**config.mk**
```make
export PLATFORM = sky130hd
export DESIGN_NAME = stopwatch_ctrl
export DESIGN_NICKNAME = d
export VERILOG_FILES = /design/src/rtl/stopwatch_ctrl.sv
export SDC_FILE = /design/constraint.sdc
export NUM_CORES = 1
export LEC_CHECK = 0
export BUFFER_PORTS_ARGS = -buffer_cell sky130_fd_sc_hd__clkbuf_2
export CORE_MARGIN = 4
export CORE_UTILIZATION = 40
export DETAILED_ROUTE_END_ITERATION = 8
export GPL_TIMING_DRIVEN = 0
export PLACE_DENSITY = 0.62
export SLEW_MARGIN = 20
export SYNTH_ARGS = -nofsm -noshare
export SYNTH_HDL_FRONTEND = slang
export SYNTH_SLANG_ARGS = --single-unit
export TNS_END_PERCENT = 10
```
**constraint.sdc**
```tcl
create_clock -name clk -period 2.17 [get_ports clk]
set_clock_uncertainty 0.2 [all_clocks]
set_input_delay 0.434 -clock clk [delete_from_list [all_inputs] [get_ports clk]]
set_output_delay 0.434 -clock clk [all_outputs]
set_load 0.05 [all_outputs]
```
**src/rtl/stopwatch_ctrl.sv**
```systemverilog
// rtl/stopwatch_ctrl.sv - stopwatch button debounce, run/pause/lap FSM and counter sequencing
module stopwatch_ctrl #(
  parameter int CLK_HZ          = 100_000_000,
  parameter int TICK_HZ         = 100,
  parameter int DEBOUNCE_CYCLES = 1_000_000
) (
  input  logic       clk,
  input  logic       reset,
  input  logic       btn_startstop,
  input  logic       btn_lap,
  input  logic       btn_clear,
  input  logic       mode_sel,
  output logic       count_enable,
  output logic       count_tick,
  output logic       count_clear,
  output logic       count_mode,
  output logic       lap_hold,
  output logic [1:0] state
);

  localparam int DIV = CLK_HZ / TICK_HZ;
  localparam int PW  = $clog2(DIV);
  localparam int DW  = (DEBOUNCE_CYCLES > 1) ? $clog2(DEBOUNCE_CYCLES) : 1;
  localparam logic [PW-1:0] PRE_LAST = PW'(DIV - 1);
  localparam logic [DW-1:0] DB_LAST  = DW'(DEBOUNCE_CYCLES - 1);

  typedef enum logic [1:0] {
    S_IDLE  = 2'b00,
    S_RUN   = 2'b01,
    S_PAUSE = 2'b10,
    S_LAP   = 2'b11
  } state_t;

  // Button bit order: 0 = startstop, 1 = clear, 2 = lap.
  logic [2:0]         btn_raw;
  logic [2:0]         sync1_q, sync1_d, sync2_q, sync2_d;
  logic [2:0]         level_q, level_d, press_q, press_d;
  logic [2:0][DW-1:0] db_cnt_q, db_cnt_d;

  state_t        state_q, state_d;
  logic          clear_go;
  logic          count_enable_q, count_enable_d;
  logic          lap_hold_q, lap_hold_d;
  logic          count_clear_q, count_clear_d;
  logic          count_mode_q, count_mode_d;
  logic          count_tick_q, count_tick_d;
  logic [PW-1:0] presc_q, presc_d;

  assign btn_raw = {btn_lap, btn_clear, btn_startstop};

  // Two-flop synchronizer feeding a per-button stability counter; a press pulse fires on a 0->1 flip.
  always_comb begin
    sync1_d  = btn_raw;
    sync2_d  = sync1_q;
    level_d  = level_q;
    press_d  = '0;
    db_cnt_d = '0;
    for (int i = 0; i < 3; i++) begin
      if (sync2_q[i] != level_q[i]) begin
        if (db_cnt_q[i] == DB_LAST) begin
          level_d[i] = sync2_q[i];
          press_d[i] = sync2_q[i];
        end else begin
          db_cnt_d[i] = db_cnt_q[i] + DW'(1);
        end
      end
    end
  end

  // Button path registers.
  always_ff @(posedge clk or negedge reset) begin
    if (!reset) begin
      sync1_q  <= '0;
      sync2_q  <= '0;
      level_q  <= '0;
      press_q  <= '0;
      db_cnt_q <= '0;
    end else begin
      sync1_q  <= sync1_d;
      sync2_q  <= sync2_d;
      level_q  <= level_d;
      press_q  <= press_d;
      db_cnt_q <= db_cnt_d;
    end
  end

  // State register.
  always_ff @(posedge clk or negedge reset) begin
    if (!reset) begin
      state_q <= S_IDLE;
    end else begin
      state_q <= state_d;
    end
  end

  // Next state; startstop wins over clear, clear over lap, and losers are simply dropped.
  always_comb begin
    state_d  = state_q;
    clear_go = 1'b0;
    case (state_q)
      S_IDLE: begin
        if (press_q[0])      state_d = S_RUN;
        else if (press_q[1]) clear_go = 1'b1;
      end
      S_RUN: begin
        if (press_q[0])      state_d = S_PAUSE;
        else if (press_q[2]) state_d = S_LAP;
      end
      S_LAP: begin
        if (press_q[0])      state_d = S_PAUSE;
        else if (press_q[2]) state_d = S_RUN;
      end
      S_PAUSE: begin
        if (press_q[0]) begin
          state_d = S_RUN;
        end else if (press_q[1]) begin
          state_d  = S_IDLE;
          clear_go = 1'b1;
        end
      end
    endcase
  end

  // Outputs decoded from the next state so they register on the same edge as the state change.
  always_comb begin
    count_enable_d = (state_d == S_RUN) || (state_d == S_LAP);
    lap_hold_d     = (state_d == S_LAP);
    count_clear_d  = clear_go;
    count_mode_d   = (state_q == S_IDLE) ? mode_sel : count_mode_q;
  end

  // Prescaler advances only on enabled cycles, so a pause keeps the partial interval.
  always_comb begin
    presc_d      = presc_q;
    count_tick_d = 1'b0;
    if (clear_go) begin
      presc_d = '0;
    end else if (count_enable_q) begin
      if (presc_q == PRE_LAST) begin
        presc_d      = '0;
        count_tick_d = 1'b1;
      end else begin
        presc_d = presc_q + PW'(1);
      end
    end
  end

  // Output and prescaler registers.
  always_ff @(posedge clk or negedge reset) begin
    if (!reset) begin
      count_enable_q <= 1'b0;
      lap_hold_q     <= 1'b0;
      count_clear_q  <= 1'b0;
      count_mode_q   <= 1'b0;
      count_tick_q   <= 1'b0;
      presc_q        <= '0;
    end else begin
      count_enable_q <= count_enable_d;
      lap_hold_q     <= lap_hold_d;
      count_clear_q  <= count_clear_d;
      count_mode_q   <= count_mode_d;
      count_tick_q   <= count_tick_d;
      presc_q        <= presc_d;
    end
  end

  assign state        = state_q;
  assign count_enable = count_enable_q;
  assign count_tick   = count_tick_q;
  assign count_clear  = count_clear_q;
  assign count_mode   = count_mode_q;
  assign lap_hold     = lap_hold_q;

endmodule

```
==> results.toml <==
[status]
outcome = "completed"

[worst_setup_path]
cp-endpoint = "level_q[1]$_DFFE_PN0P_"
slowest_delay_ns = 0.54
r2r_start = "db_cnt_q[31]$_DFF_PN0_"
path_class = "reg2reg"
rr_worst_depth = 5
cp-start-kind = "flop"
reg2reg_setup_slack_ns = 0.03
crit_cells = 5
crit_arrival_ns = 2.17
cp.required_ns = 2.20
worstReg2RegEnd = "level_q[1]$_DFFE_PN0P_"
cpLargestDelayFamily = "simple AND/OR/NAND/NOR gates"
crit_path_start = "db_cnt_q[31]$_DFF_PN0_"
crit_chain = "or4_4 > nor4_4 > nand3_2 > buf_4 > mux2_2"
critical_path.slowest_cell = "or4_4"
path_max_fanout = 5
cp-end-kind = "flop"
critPathBufInv = 1

[sta]
fin_ws_ns = 0.03110
worst_pin_slew_ns = 0.5549
fin_crit_sh_pct = 98.57
timing.fmax_ghz = 0.4675
hold_viol_final = 0
rsz0062_at_grt = "yes"
fin_crit_ns = 2.139
slew_headroom_pct = 62.70
setup_viol = 0
fin_tns_setup_ns = 0
slew_violations = 0

[yosys]
synth-main-ff-cell = "dfrtp_1"
synth_edf_count = 0
syn_area_per_cell_sq_um = 10.18
yosys.area.top_type = "dfrtp_1"
synthArstFlopShare_pct = 100.0
yosys.cell_types.count = 37
synth_most_common_cell = "dfrtp_1"
synth-compound-area-share_pct = 1.509
synth_top_family_by_area = "simple AND/OR/NAND/NOR gates"
post_synth_fa_ha_maj_area_fraction_pct = 1.097
netlist_top_cells_count = "99 x dfrtp_1, 93 x nor2_1, 39 x xor2_1"
synth_area_leaders = "dfrtp_1 54%, nor2_1 7.7%, xor2_1 7.5%, xnor2_1 6.9%, nand3_1 4.1%"
ys_ff_latch = 99
synth_area_sq_mm = 0.004561
yosysSeqAreaShare_pct = 54.32
synthCells = 448
synth-simple-area-share_pct = 26.23
synth_mux_area_share_pct = 0.9877
synth_top_area_share_pct = 54.32
synth_xor_area_share_pct = 14.40
syn_nets = 458
ys_warn_count = 0

[cells_and_area]
fin_nets = 491
drive_gt1_share_pct = 12.14
area_delta_synth_final_pct = 15.58
fillCellCount = 1034
diodes = 0
fin_util_pct = 48.00
stdcell_area_sq_mm = 0.005271

[grt]
gr-usage-met1_pct = 17.50
grt_pass1_vias = 3203
grt_pass1_wl_um = 14620
grtUsageMet2_pct = 23.09
grt.overflow.total = 0
grt_start_max_net_pins = 56
grt_usage_pct = 13.74
globalRouteMet3Util_pct = 3.158
top_usage_layer = "met2"
antenna_found_initial = 0

[placement]
portBuffers = 12
place_congestion = 0.8028
dp_slack_ns = -0.1781
dp_hpwl_um = 5510
placed_area_sq_mm = 0.004833

[die]
fp.dieH_um = 114.8
fp-row-count = 38
start_util_pct = 41.52
die_x_um = 114.8
io-pin-count = 13
die-area_sq_mm = 0.01317
design.core.area_sq_mm = 0.01098

[route]
ant_nets = 0
routed-via-count = 3167
drt_iter0_drc = 139
finalWirelength_um = 8128
first_pass_iters = 4
drc = 0
wl_per_cell_um = 12.98
via_per_inst = 5.059

[clocking]
h-tree-depth = 3
cts.sinks = 99
clkSlewWorstSetupHoldPaths_ns = 0.07
cts-root-buf = "clkbuf_16"
clk_latency_ns = 0.34
cts.path.max_buffers = 2
cts_buffers = 9
cts_tree = "yes"

[pwr]
power_density_mw_per_mm2 = 649.3
peakVddDrop_mv = 0.4406
p_leak_nw = 2.316

[worst_hold_path]
hold_path_class = "in2reg"

[flow_run]
drv_cap = 0
## metrics by stage
stage          instances  hold WS, ns  power [mW]
2_1_floorplan        448     -0.06159       1.957
3_3_place_gp         600       0.1368       2.013
3_5_place_dp         601       0.1410       2.024
4_1_cts              626       0.1124       3.479
5_1_grt              626       0.1279       3.564
6_report             626       0.1286       3.423
## where the power goes
group / total, mW / switching [mW] / leakage [nW] / internal [mW]
clock network: 1.43 / 0.653 / 0.119 / 0.776
registers: 1.89 / 0.0198 / 1.36 / 1.87
logic: 0.109 / 0.0721 / 0.840 / 0.0365
## layout by cell type, fill, tap and decap left out, types with 4 or more instances in the layout
cell type / instances
and2_1: 4
and3_1: 11
and4_1: 7
buf_4: 8
clkbuf_1: 8
clkbuf_16: 9
clkbuf_2: 12
dfrtp_1: 98
dlygate4sd3_1: 4
ha_1: 4
inv_1: 4
mux2_2: 4
nand2_1: 31
nand3_1: 36
nand4_1: 13
nor2_1: 93
nor2b_1: 4
nor3_1: 12
nor4_1: 5
nor4_2: 4
o21ai_0: 4
xnor2_1: 36
xor2_1: 39
## final cells by class
class / instances / area (sq um) / area share (%)
inverter: 5 / 18.77 / 0.3560
sequential: 99 / 2479 / 47.02
multi-input combinational: 334 / 2103 / 39.90
timing repair buffer: 23 / 181.4 / 3.442
buffer: 9 / 50.05 / 0.9494
tap: 140 / 175.2 / 3.323
clock inverter: 4 / 27.53 / 0.5222
clock buffer: 12 / 236.5 / 4.486
## kinds of logic after synthesis
group / count (synthesis)
xor+xnor: 75
flops: 99
compound gates: 9
simple gates: 242
buf+inv: 15
mux: 4
fa+ha+maj: 4
## worst min path at each step
stage                     cells after the start                endpoint                 start
after global routing                          2  count_mode$_DFFE_PN0N_              mode_sel
after CTS                                     2  count_mode$_DFFE_PN0N_              mode_sel
after detailed placement                      0    sync2_q[2]$_DFF_PN0_  sync1_q[2]$_DFF_PN0_
after global placement                        0    sync2_q[2]$_DFF_PN0_  sync1_q[2]$_DFF_PN0_
after floorplan                               0   count_clear$_DFF_PN0_                 reset
final                                         2  count_mode$_DFFE_PN0N_              mode_sel
## sequential cells by signal, summed over array words and instances, names as in the netlist
signal	cells
lap_hold	1
press_q	3
count_mode	1
count_enable	1
level_q	3
count_clear	1
sync2_q	3
presc_q	20
count_tick	1
sync1_q	3
db_cnt_q	60
state	2
## layer usage
layer / vias to the layer above / wire length, um
met2: 25 / 3999
met1: 1563 / 3815
met3: 8 / 209
li1: 1571 / -
met5: - / 0
met4: 0 / 105
## timing repair
item	CTS	global route
hold buffers	4	0
endpoints found under the setup margin	38	64
resized for setup	9	12
setup buffers	6	0
endpoints found under the hold margin	47	0
pin swaps	6	2
Note: power is estimated with default switching activity, not from simulation.
